$ cat src/rtl/fb_arbiter.sv
// rtl/fb_arbiter.sv - single-port framebuffer arbiter: fixed-latency VGA reads, FIFO-buffered camera writes
// Optional bank swapping is built when FB_DOUBLE_BUFFER_EN is defined.
module fb_arbiter #(
    parameter int ADDR_W  = 17,
    parameter int DATA_W  = 12,
    parameter int FIFO_AW = 4
) (
    input  logic                clk,
    input  logic                rst,
`ifdef FB_DOUBLE_BUFFER_EN
    input  logic                cam_frame_done,
    input  logic                vga_vblank,
`endif
    input  logic                rd_req,
    input  logic [ADDR_W-1:0]   rd_addr,
    output logic [DATA_W-1:0]   rd_data,
    output logic                rd_valid,
    input  logic                wr_valid,
    input  logic [ADDR_W-1:0]   wr_addr,
    input  logic [DATA_W-1:0]   wr_data,
    output logic                wr_ready,
    output logic [ADDR_W:0]     mem_addr,
    output logic                mem_we,
    output logic [DATA_W-1:0]   mem_wdata,
    input  logic [DATA_W-1:0]   mem_rdata,
    output logic [FIFO_AW:0]    fifo_level,
    output logic                overflow
);

    localparam int DEPTH = 1 << FIFO_AW;
    localparam logic [FIFO_AW:0]   LVL_FULL = (FIFO_AW+1)'(DEPTH);
    localparam logic [FIFO_AW:0]   LVL_ONE  = (FIFO_AW+1)'(1);
    localparam logic [FIFO_AW-1:0] PTR_ONE  = FIFO_AW'(1);

    logic [ADDR_W-1:0]  fifo_addr_q [DEPTH];
    logic [DATA_W-1:0]  fifo_data_q [DEPTH];
    logic [FIFO_AW-1:0] wptr_q, wptr_d;
    logic [FIFO_AW-1:0] rptr_q, rptr_d;
    logic [FIFO_AW:0]   level_q, level_d;
    logic               overflow_q, overflow_d;
    logic               fifo_full, fifo_empty;
    logic               pop, push, drop;
    logic               bank_rd, bank_wr;

    logic [ADDR_W:0]    mem_addr_q, mem_addr_d;
    logic               mem_we_q, mem_we_d;
    logic [DATA_W-1:0]  mem_wdata_q, mem_wdata_d;
    logic               rd_p1_q, rd_p2_q, rd_valid_q;
    logic [DATA_W-1:0]  rd_data_q, rd_data_d;

    assign fifo_full  = (level_q == LVL_FULL);
    assign fifo_empty = (level_q == '0);

    // Reads always win the port; a full FIFO still accepts a push when it pops the same cycle.
    assign pop  = !rd_req && !fifo_empty;
    assign push = wr_valid && (!fifo_full || pop);
    assign drop = wr_valid && fifo_full && !pop;

`ifdef FB_DOUBLE_BUFFER_EN
    localparam logic [1:0] ST_SHOW = 2'd0;
    localparam logic [1:0] ST_PEND = 2'd1;
    localparam logic [1:0] ST_SWAP = 2'd2;

    logic [1:0] state_q, state_d;
    logic       disp_q, disp_d;

    always_comb begin
        state_d = state_q;
        disp_d  = disp_q;
        case (state_q)
            ST_SHOW: if (cam_frame_done) state_d = ST_PEND;
            // Wait until every pixel of the finished frame has landed in the back bank.
            ST_PEND: if (vga_vblank && fifo_empty) state_d = ST_SWAP;
            ST_SWAP: begin
                disp_d  = ~disp_q;
                state_d = ST_SHOW;
            end
            default: state_d = ST_SHOW;
        endcase
    end

    always_ff @(posedge clk) begin
        if (rst) begin
            state_q <= ST_SHOW;
            disp_q  <= 1'b0;
        end else begin
            state_q <= state_d;
            disp_q  <= disp_d;
        end
    end

    assign bank_rd = disp_q;
    assign bank_wr = ~disp_q;
`else
    assign bank_rd = 1'b0;
    assign bank_wr = 1'b0;
`endif

    always_comb begin
        mem_addr_d  = mem_addr_q;
        mem_wdata_d = mem_wdata_q;
        mem_we_d    = 1'b0;
        if (rd_req) begin
            mem_addr_d = {bank_rd, rd_addr};
        end else if (pop) begin
            mem_addr_d  = {bank_wr, fifo_addr_q[rptr_q]};
            mem_wdata_d = fifo_data_q[rptr_q];
            mem_we_d    = 1'b1;
        end
    end

    always_comb begin
        wptr_d     = push ? wptr_q + PTR_ONE : wptr_q;
        rptr_d     = pop  ? rptr_q + PTR_ONE : rptr_q;
        overflow_d = overflow_q | drop;
        level_d    = level_q;
        if (push && !pop) begin
            level_d = level_q + LVL_ONE;
        end else if (pop && !push) begin
            level_d = level_q - LVL_ONE;
        end
        rd_data_d = rd_p2_q ? mem_rdata : rd_data_q;
    end

    always_ff @(posedge clk) begin
        if (push) begin
            fifo_addr_q[wptr_q] <= wr_addr;
            fifo_data_q[wptr_q] <= wr_data;
        end
    end

    always_ff @(posedge clk) begin
        if (rst) begin
            wptr_q      <= '0;
            rptr_q      <= '0;
            level_q     <= '0;
            overflow_q  <= 1'b0;
            mem_addr_q  <= '0;
            mem_we_q    <= 1'b0;
            mem_wdata_q <= '0;
            rd_p1_q     <= 1'b0;
            rd_p2_q     <= 1'b0;
            rd_valid_q  <= 1'b0;
            rd_data_q   <= '0;
        end else begin
            wptr_q      <= wptr_d;
            rptr_q      <= rptr_d;
            level_q     <= level_d;
            overflow_q  <= overflow_d;
            mem_addr_q  <= mem_addr_d;
            mem_we_q    <= mem_we_d;
            mem_wdata_q <= mem_wdata_d;
            rd_p1_q     <= rd_req;
            rd_p2_q     <= rd_p1_q;
            rd_valid_q  <= rd_p2_q;
            rd_data_q   <= rd_data_d;
        end
    end

    assign mem_addr   = mem_addr_q;
    assign mem_we     = mem_we_q;
    assign mem_wdata  = mem_wdata_q;
    assign rd_data    = rd_data_q;
    assign rd_valid   = rd_valid_q;
    assign fifo_level = level_q;
    assign overflow   = overflow_q;
    assign wr_ready   = !fifo_full;

endmodule

$ cat config.mk
export PLATFORM = sky130hd
export DESIGN_NAME = fb_arbiter
export DESIGN_NICKNAME = d
export VERILOG_FILES = /design/src/rtl/fb_arbiter.sv
export SDC_FILE = /design/constraint.sdc
export NUM_CORES = 1
export LEC_CHECK = 0
export CAP_MARGIN = 20
export CELL_PAD_IN_SITES_DETAIL_PLACEMENT = 2
export CELL_PAD_IN_SITES_GLOBAL_PLACEMENT = 2
export CORE_ASPECT_RATIO = 1.2
export CORE_UTILIZATION = 49
export CTS_BUF_LIST = sky130_fd_sc_hd__clkbuf_16
export CTS_CLUSTER_DIAMETER = 150
export DETAILED_ROUTE_END_ITERATION = 10
export PLACE_DENSITY = 0.86
export RECOVER_POWER = 50
export SLEW_MARGIN = 10
export SYNTH_ARGS = -nofsm -noshare
export SYNTH_HDL_FRONTEND = slang
export SYNTH_SLANG_ARGS = --single-unit
$ cat constraint.sdc
create_clock -name clk -period 5.45 [get_ports clk]
set_input_delay 0.8175 -clock clk [delete_from_list [all_inputs] [get_ports clk]]
set_output_delay 0.8175 -clock clk [all_outputs]
set_load 0.02 [all_outputs]
=== Word level (Yosys, flattened, before mapping) ===
Memories as Yosys holds them, arrays and structs flattened. A register that Yosys moved wholly into a read port is not among the register bits.
Index checks and enable logic that the tools add are counted.

* Bits in registers: 47
* Memories kept: 2
* Output and inout port bits: 51
* RAM bits: 464
* Bits of input ports: 62
* Word-level logic and storage cells: 45

{| class="wikitable"
|+ Memories
! memory !! depth !! width !! rd ports !! clocked after Yosys merged registers in !! write ports !! RTL line !! text
|-
| fifo_addr_q || 16 || 17 || 1 || 1 || 1 || 35 || <nowiki>logic [ADDR_W-1:0] fifo_addr_q [DEPTH];</nowiki>
|-
| fifo_data_q || 16 || 12 || 1 || 1 || 1 || 36 || <nowiki>logic [DATA_W-1:0] fifo_data_q [DEPTH];</nowiki>
|}

* Muxes and demuxes: 9
* Eq/ne operators: 1
* Bitwise logic cells: 2
* Reductions and logical operators: 17
* Add/sub/neg operators: 4

{| class="wikitable"
|+ Operator list
! kind !! number
|-
| $mux W17 || 2
|-
| $mux W5 || 2
|-
| $add A4 B1 Y4 const B || 2
|-
| $mux W4 || 2
|-
| $logic_and A1 B1 Y1 || 6
|-
| $add A5 B1 Y5 const B || 1
|-
| $eq A5 B5 Y1 const B || 1
|-
| $logic_not A1 Y1 || 5
|-
| $logic_not A5 Y1 || 1
|-
| $sub A5 B1 Y5 const B || 1
|-
| $reduce_bool A2 Y1 || 2
|-
| $mux W1 || 3
|-
| $reduce_and A2 Y1 || 1
|-
| $reduce_or A2 Y1 || 1
|-
| $logic_or A1 B1 Y1 || 1
|-
| $not A1 Y1 || 1
|-
| $or A1 B1 Y1 || 1
|}

=== Longest topological paths before layout ===
Gate-level depths: netlist of run 1.

* Word-level depth: 9
* Depth in mapped cells: 12
* Mapped depth without buffers: 11

=== Worst setup path before layout of run 1 ===
Ideal clock, no wire load.

* Path type: input to register
* Start: input port wr_valid
* End: memory fifo_addr_q[3][0] (enable)
* Required time: 4.999 ns
* Setup time: 0.451 ns
* Path buffers: 0
* Arrival: 3.389 ns
* Setup slack: 1.610 ns
* Cell stages on the path: 4
* Path through: inv_1 -> a31oi_2 -> nand2_1 -> nor3_1

* Cells in the longest elaborated chain, start to end: 3

{| class="wikitable"
|+ RTL lines
! element !! RTL line !! text
|-
| start: declaration || 18 || <nowiki>input logic wr_valid,</nowiki>
|-
| $logic_and A1 B1 Y1 || 56 || <nowiki>assign push = wr_valid && (!fifo_full || pop);</nowiki>
|-
| net push || 42 || <nowiki>logic pop, push, drop;</nowiki>
|-
| $mux W1 || 126 || <nowiki>if (push) begin</nowiki>
|-
| $mux W1 (implied by the code) || 127 || <nowiki>fifo_addr_q[wptr_q] <= wr_addr;</nowiki>
|-
| end: declaration || 35 ||
|}

The timed path passes the listed nets, and every way through them passes these cells.

==> metrics, run 1 <==
reg2reg start fifo_level[0]; grt ovf 0; P_int 7.29 mW; power consumption 10.2 mW; Setup TNS 0 ns; root buffer cell clkbuf_16; Die Y 225 um; reg2reg end fifo_level[4]; final antenna-violating net count 0; Netlist Area Pre-Place 0.0203 mm2; share of the synthesized area in the top cell type 68.5%; total CTS buffers 51; fraction of registers with async set/reset 0%; Ys Warns 0; DRC violations left 0; PortBufs 111; Worst VDD drop 277 uV; Logic pwr share 17.2%; Total Wirelength 65400 um; synth unique cells 50; TritonCTS clock tree yes; CP endpoint mem_addr[13]; most frequent cells after synthesis edfxtp_1 (464), mux2i_1 (117), o22ai_1 (70); # rows 81; clock network power share 35.6%; CTS sink cnt 527; Hold Path Class flop to flop; power share of the sequential group 47.2%; arrival time worst endpoint 4.33 ns; fin nets 1300; width of the die 188 um; Synthesized Nets 1179; most frequent cell after synthesis edfxtp_1; area leader, netlist edfxtp_1; largest net degree at the start of global routing 61; relative slew slack -124%; worst-path fanout max 60; DRT Pass-1 Iters 5; Sw Pwr 2.91 mW; register area share after synthesis 74.7%; hold buffer count at CTS 0; initial antenna violation count 3; Vias per Instance 6.42; beginning of the critical path rst; Setup crit end kind flop; H-tree depth 2; # IOs 113; Post-synth top flop edfxtp_1; largest cells by area after synthesis edfxtp_1 (69%), dfxtp_1 (6.2%), mux2i_1 (5.8%); skew final 0.0305 ns; RSZ-0062 raised after global routing false; fill cell total of the finished layout 3336; clock latency at the later pin of the worst-skew pair 0.60 ns; post-detail-place hpwl 37100 um; vias in the first global route 12600; CP Launch Type primary input; clk buf depth 3; first-pass GRT wire length 93500 um; GRT Util Overall 31.1%; final hold vios 0; GP Congestion 0.755; Highest Clock Rate 249 MHz; Core ar. 0.0408 mm2; CTS resizes 0; area of the multi-input gates 0.00474 mm2; Post-synth EDFFs 464; total die area 0.0423 mm2; switch share 28.6%; synthesized flop and latch total 527; failing checks capacitance limit, slew limit; CP Class primary input to flop; routed vias 11600; Slew @ Worst Pin 3.36 ns; Hold WS 0.507 ns; Initial DRC Count 1130; P per Cell Area 429 mW/mm2; reg-to-reg setup timing slack 1.88 ns; register area 0.0152 mm2; # setup viols final 0; Post-Layout Cell Count 1809; placed cells 1705; leakage 7.47 nW; R2R depth 12; run status complete, but fails checks; Max Slew Vio Count 61; Period minus WS final 4.01 ns; post-route clock period utilization 73.6%; max-cap viol count 1; CP required 5.77 ns; Syn Area/Cell 18.4 um2; post-CTS setup buffer count 0; share of cells above drive strength 1 15.8%; Mapped Cells 1107; Routed wire per std cell 36.1 um; Reg clk slew, reported paths 0.06 ns; Synth-to-Final Area Change 17.0%; Initial Util 49.8%
==> routing by layer <==
layer	routed length (um)	vias up	global-route usage (%)
li1	-	4705	-
met1	26300	6198	40.8
met2	33800	601	54.2
met3	3730	106	4.27
met4	1510	4	9.52
met5	31	-	0
==> through the flow <==
step	util, %	area [um2]	setup slack, ns
global placement	53.6	21900	1.65
finish	58.2	23800	1.44
global route	58.2	23800	1.29
floorplan	-	20300	1.61
CTS	57.7	23600	1.92
detailed placement	53.7	21900	1.32
==> layout by cell type, fill, tap and decap left out, types with 14 or more instances in the layout <==
cell type	count
clkinv_2	14
clkdlybuf4s50_1	54
mux4_1	14
mux2i_1	117
dfxtp_1	59
clkbuf_16	53
o22ai_1	70
nand2_1	20
dlygate4sd3_1	56
nor2_1	51
mux2_2	34
mux4_2	38
edfxtp_1	464
inv_1	23
o221ai_1	16
==> sequential cells by signal, indices dropped and copies added (netlist names), named ones only <==
| signal | flops |
|---|---|
| fifo_level | 5 |
| fifo_addr_q | 272 |
| mem_addr | 17 |
| rd_p1_q | 1 |
| rd_p2_q | 1 |
| rptr_q | 4 |
| rd_valid | 1 |
| mem_wdata | 12 |
| wptr_q | 4 |
| mem_we | 1 |
| overflow | 1 |
| rd_data | 12 |
| fifo_data_q | 192 |
==> critical path, cell delays in order <==
cell	delay, ns
clkbuf_1	0.21
clkbuf_1	2.41
nor2_1	0.32
nand2_1	0.39
o221ai_1	0.18
==> cells by family after synthesis <==
family / Yosys count / synth area share [%]
flip-flops: 527 / 74.7
multiplexers: 203 / 13.7
AO/OA/AOI/OAI: 144 / 4.94
AND/OR/NAND/NOR: 129 / 3.05
buffers and inverters: 83 / 2.50
adder cells (fa/ha/maj): 10 / 0.652
XOR/XNOR: 10 / 0.431
other: 1 / 0.0184
==> power by group through the flow <==
stage / clock, mW / combinational, mW / sequential (mW)
after floorplan: 0 / 1.04 / 4.85
after global placement: 0 / 1.58 / 4.86
after detailed placement: 0 / 1.70 / 4.89
after CTS: 3.66 / 1.77 / 4.82
after global routing: 3.76 / 1.83 / 4.84
final: 3.63 / 1.76 / 4.82
==> worst min path at each step <==
stage	startpoint	end	cells after the start
finish	mem_wdata[2]	mem_wdata[2]	2
detailed placement	rd_p1_q	rd_p2_q	1
global route	mem_wdata[10]	mem_wdata[10]	2
floorplan	rd_p1_q	rd_p2_q	1
CTS	mem_wdata[10]	mem_wdata[10]	2
global placement	rd_p1_q	rd_p2_q	1
==> cell type report <==
cell class / instances / share of cell area (%)
Multi-Input combinational cell: 497 / 19.9
Inverter: 17 / 0.268
Sequential cell: 527 / 63.9
Tap cell: 539 / 2.84
Timing Repair Buffer: 134 / 6.09
Clock inverter: 41 / 1.36
Antenna cell: 1 / 0.0105
Clock buffer: 53 / 5.58
(Power assumes the default switching activity.)
==> run 2, diff against run 1 <==
- CORE_UTILIZATION: 49 -> 46
- PLACE_DENSITY: 0.86 -> 0.82
- clock period: 5.45 -> 4.1 ns (I/O delays scaled with it)
==> metrics, run 2 (synthesis gave the netlist of run 1 again) <==
CTS resizes 0 (unchanged); Detail Route met3 WL 2730 um (-27%); hold buffer count at CTS 0 (unchanged); Synth-to-Final Area Change 16.8%; Total Wirelength 60800 um (-7.0%); relative slew slack -12.7% (+110 points); Hold WS 0.455 ns (-0.0525 ns); Initial Util 46.5% (-3.3 points); post-detail-place hpwl 36800 um (-0.87%); share of cells above drive strength 1 15.5% (-0.30 points); post-CTS setup buffer count 0 (unchanged); Period minus WS final 3.29 ns; final antenna-violating net count 0 (unchanged); CP Launch Type flop; WHS Endpoint rd_p2_q; max reg flops 272 (unchanged); first-pass GRT wire length 88200 um (-5.7%); switch share 27.7% (-0.82 points); run status complete, but fails checks; clk buf depth 3 (unchanged); Logic pwr share 17.5% (+0.3 points); worst-path fanout max 24 (-60%); Hold Path Depth 1 (-1); hold path startpoint rd_p1_q; GRT Util Overall 27.5% (-3.6 points); max-cap viol count 2 (+1); largest net degree at the start of global routing 46 (-25%); Sw Pwr 3.70 mW (+27%); Setup crit end kind flop; GP Congestion 0.787 (+4.2%); TritonCTS clock tree yes; Highest Clock Rate 304 MHz; Max Slew Vio Count 64 (+4.9%); vias in the first global route 12500 (-0.64%); reg-to-reg setup timing slack 0.81 ns (-1.07 ns); Critical Path Max Stage Delay 0.62 ns (-1.79 ns); Routed wire per std cell 33.0 um (-8.5%); failing checks capacitance limit, slew limit; fin nets 1311 (+0.85%); CTS sink cnt 527 (unchanged); Initial DRC Count 977 (-14%); # IOs 113 (unchanged); PortBufs 111 (unchanged); RSZ-0062 raised after global routing false; max layer used met5; met1 WL 24500 um (-6.8%); CP max-delay cell nor2_1; Setup TNS 0 ns (unchanged); largest reg by FF count fifo_addr_q; Die Y 232 um (+3.2%); leakage 7.47 nW (about the same); WL met2 31700 um (-6.2%); post-route clock period utilization 80.2%; initial antenna violation count 2 (-1); H-tree depth 2 (unchanged); total die area 0.0450 mm2 (+6.5%); power share of the sequential group 47.4% (+0.2 points); CP required 4.32 ns (-1.45 ns); # setup viols final 0 (unchanged); beginning of the critical path fifo_level[0]; root buffer cell clkbuf_16; Worst VDD drop 372 uV (+35%); CP Cell Sequence nor4_4 > a31oi_2 > clkbuf_1 > nand2_1 > nor2_1 > buf_4; total CTS buffers 52 (+2.0%); most common cell after layout, fill and taps aside edfxtp_1; R2R depth 6 (-6); P per Cell Area 562 mW/mm2 (+31%); P_int 9.64 mW (+32%); clock network power share 35.1% (-0.5 points); Slew @ Worst Pin 1.69 ns (-1.67 ns); DRT Pass-1 Iters 5 (unchanged); DRC violations left 0 (unchanged); routed vias 11200 (-3.3%); Core ar. 0.0437 mm2 (+7.0%); CP Class flop to flop; width of the die 194 um (+3.2%); reg2reg end fifo_data_q[12][8]; fill cell total of the finished layout 3759 (+13%); arrival time worst endpoint 3.51 ns (-0.82 ns); final hold vios 0 (unchanged); Hold Path Class flop to flop; # rows 84 (+3.7%); grt ovf 0 (unchanged); Vias per Instance 6.10 (-4.9%); skew final 0.0152 ns (-0.0153 ns); number of diodes 0 (-1); most frequent cells in the layout edfxtp_1 (464), mux2i_1 (117), o22ai_1 (70); clock latency at the later pin of the worst-skew pair 0.60 ns (about the same); Reg clk slew, reported paths 0.06 ns (about the same); reg2reg start fifo_level[0]
## run 2: cell type report
| class | instances | area (um2) | share of cell area [%] |
|---|---|---|---|
| Timing Repair Buffer | 144 | 1450 | 6.09 |
| Multi-Input combinational cell | 497 | 4720 | 19.9 |
| Clock buffer | 53 | 1330 | 5.59 |
| Clock inverter | 43 | 284 | 1.20 |
| Tap cell | 559 | 699 | 2.95 |
| Sequential cell | 527 | 15200 | 64.0 |
| Inverter | 17 | 63.8 | 0.269 |
## run 2: worst max-delay path by stage
stage | end | slack (ns) | depth (start not counted)
global placement | fifo_level[4] | 0.86 | 11
floorplan | fifo_addr_q[3][0] | 0.35 | 4
detailed placement | fifo_level[4] | 0.72 | 11
finish | fifo_data_q[12][8] | 0.81 | 6
CTS | fifo_level[4] | 1.10 | 11
global route | fifo_level[4] | 0.63 | 11
## run 2: per-layer routing
layer / vias to the layer above / GRT usage [%]
met5: - / 0
met4: 4 / 9.50
met3: 122 / 4.02
met2: 410 / 49.6
met1: 5976 / 33.9
li1: 4720 / -
## run 2: power groups by stage
stage / Clock (mW) / Combinational (mW) / Sequential [mW]
floorplan: 0 / 1.38 / 6.44
global placement: 0 / 2.20 / 6.40
detailed placement: 0 / 2.32 / 6.43
CTS: 4.74 / 2.38 / 6.32
global route: 4.87 / 2.47 / 6.34
finish: 4.68 / 2.34 / 6.32
## run 2: metrics by stage
stage | power (mW) | util, % | cell area [um2] | instances | setup WS (ns)
2_1_floorplan | 7.83 | - | 20300 | 1107 | 0.345
3_3_place_gp | 8.59 | 50.7 | 22200 | 1744 | 0.859
3_5_place_dp | 8.75 | 50.7 | 22200 | 1744 | 0.721
4_1_cts | 13.4 | 54.4 | 23800 | 1840 | 1.10
5_1_grt | 13.7 | 54.3 | 23700 | 1840 | 0.633
6_report | 13.3 | 54.3 | 23700 | 1840 | 0.812
## run 2: critical path: cells and delay by family (launching register included)
kind | cells | cell delay (ns)
compound gates | 1 | 0.20
buf+inv | 2 | 1.11
flops | 1 | 0.50
simple gates | 3 | 1.07
==> run 3, diff against run 2 <==
- clock period: 4.1 -> 3.14 ns (I/O delays scaled with it)
==> metrics, run 3 (synthesis gave the netlist of run 1 again) <==
post-detail-place hpwl 39000 um (+5.9%); CP max-delay cell dfxtp_1; Setup crit end kind flop; width of the die 194 um (unchanged); grt ovf 0 (unchanged); most frequent cells in the layout edfxtp_1 (464), mux2i_1 (117), o22ai_1 (70); power consumption 18.1 mW (+35%); relative slew slack 26.8% (+40 points); Die Y 232 um (unchanged); Initial Util 46.5% (unchanged); RSZ-0062 raised after global routing false; crit-path leading delay family simple AND/OR/NAND/NOR gates; arrival time worst endpoint 3.27 ns (-0.24 ns); H-tree depth 2 (unchanged); leakage 7.59 nW (+1.6%); GP Congestion 0.763 (-3.0%); CTS sink cnt 527 (unchanged); final hold vios 0 (unchanged); worst-path fanout max 19 (-21%); CP required 3.42 ns (-0.90 ns); most common cell after layout, fill and taps aside edfxtp_1; Total Wirelength 69200 um (+14%); placed cells 1762 (+1.0%); CTS resizes 0 (unchanged); total CTS buffers 53 (+1.9%); run status completed; skew final 0.0344 ns (+0.0192 ns); largest net degree at the start of global routing 43 (-6.5%); fin worst setup slack 0.150 ns (-0.662 ns); Core ar. 0.0437 mm2 (unchanged); post-route clock period utilization 95.2% (+15 points); GRT Util Overall 31.5% (+3.9 points); DRC violations left 0 (unchanged); CP Cell Sequence nor4_4 > buf_4 > a31oi_2 > clkbuf_1 > nand2_1 > nor3_4 > buf_12; CP bufs+invs 3 (+1); Finished Cell Area 0.0240 mm2 (+1.1%); Period minus WS final 2.99 ns (-0.298 ns); CP Class flop to flop; share of cells above drive strength 1 17.0% (+1.5 points); # rows 84 (unchanged); fin nets 1331 (+1.5%); Max Slew Vio Count 0 (-100%); initial antenna violation count 1 (-1); TritonCTS clock tree yes; first-pass GRT wire length 99600 um (+13%); Post-Place Worst Slack 0.00715 ns (-0.714 ns); # setup viols final 0 (unchanged); clock latency at the later pin of the worst-skew pair 0.62 ns (+0.02 ns); # IOs 113 (unchanged); Slew @ Worst Pin 1.10 ns (-0.593 ns); Vias per Instance 6.30 (+3.2%); max reg flops 272 (unchanged); Hold Path Class primary input to flop; Initial DRC Count 1082 (+11%); Cell Area, Placed 0.0223 mm2 (+0.79%); max-cap viol count 0 (-2); Synth-to-Final Area Change 18.1%; largest reg by FF count fifo_addr_q; P per Cell Area 753 mW/mm2 (+34%); Highest Clock Rate 334 MHz (+10%); final core occ 54.9% (+0.61 points); Worst VDD drop 549 uV (+47%); Critical Path Max Stage Delay 0.50 ns (-0.12 ns); Routed wire per std cell 37.2 um (+13%); Hold WS 0.444 ns (-0.0106 ns); Reg clk slew, reported paths 0.07 ns (about the same); PortBufs 111 (unchanged); hold buffer count at CTS 0 (unchanged); Post-Layout Cell Count 1859 (+1.0%); clk buf depth 3 (unchanged); Setup TNS 0 ns (unchanged); routed vias 11700 (+4.3%); root buffer cell clkbuf_16; CP Launch Type flop; final antenna-violating net count 0 (unchanged); vias in the first global route 13100 (+4.6%); DRT Pass-1 Iters 5 (unchanged); total die area 0.0450 mm2 (unchanged)
[run 3: final timing paths]
| path | slack, ns | start | endpoint | cells after the start |
|---|---|---|---|---|
| max | 0.15 | fifo_level[2] | fifo_data_q[3][11] | 7 |
| min | 0.44 | rst | rd_data[9] | 2 |
| min reg2reg | 0.49 | rd_p1_q | rd_p2_q | 1 |
| max reg2reg | 0.15 | fifo_level[2] | fifo_data_q[3][11] | 7 |
[run 3: repair_timing]
action / 4_1_cts / 5_1_grt
setup endpoints to repair: 0 / 1
setup buffers: 0 / 1
endpoints found under the hold margin: 0 / 0
[run 3: worst reg2reg max path: stages (launching register included)]
cell and delay [ns]:
dfxtp_1 0.50, nor4_4 0.07, buf_4 0.16, a31oi_2 0.27, clkbuf_1 0.48, nand2_1 0.45
nor3_4 0.44, buf_12 0.27
[run 3: final cells by class]
cell class | instances | area, um2
fillers | 3743 | 19700
flip-flops and latches | 527 | 15200
multi-input cells | 497 | 4750
repair buffers | 163 | 1600
clock buffers | 53 | 1330
well taps | 559 | 699
clock inverters | 42 | 365
inverters | 17 | 63.8
diodes | 1 | 2.50
[run 3: power breakdown]
group	switching (mW)	internal (mW)	total, mW
Sequential	0.364	7.94	8.30
Combinational	1.92	1.30	3.22
Clock	2.91	3.63	6.54
[run 3: routing by layer]
| layer | up-vias | wire length [um] | track usage (%) |
|---|---|---|---|
| met5 | - | 0 | 0 |
| met4 | 0 | 2690 | 12.8 |
| met3 | 169 | 3940 | 4.50 |
| met2 | 603 | 35800 | 56.3 |
| met1 | 6178 | 26800 | 38.3 |
| li1 | 4762 | - | - |
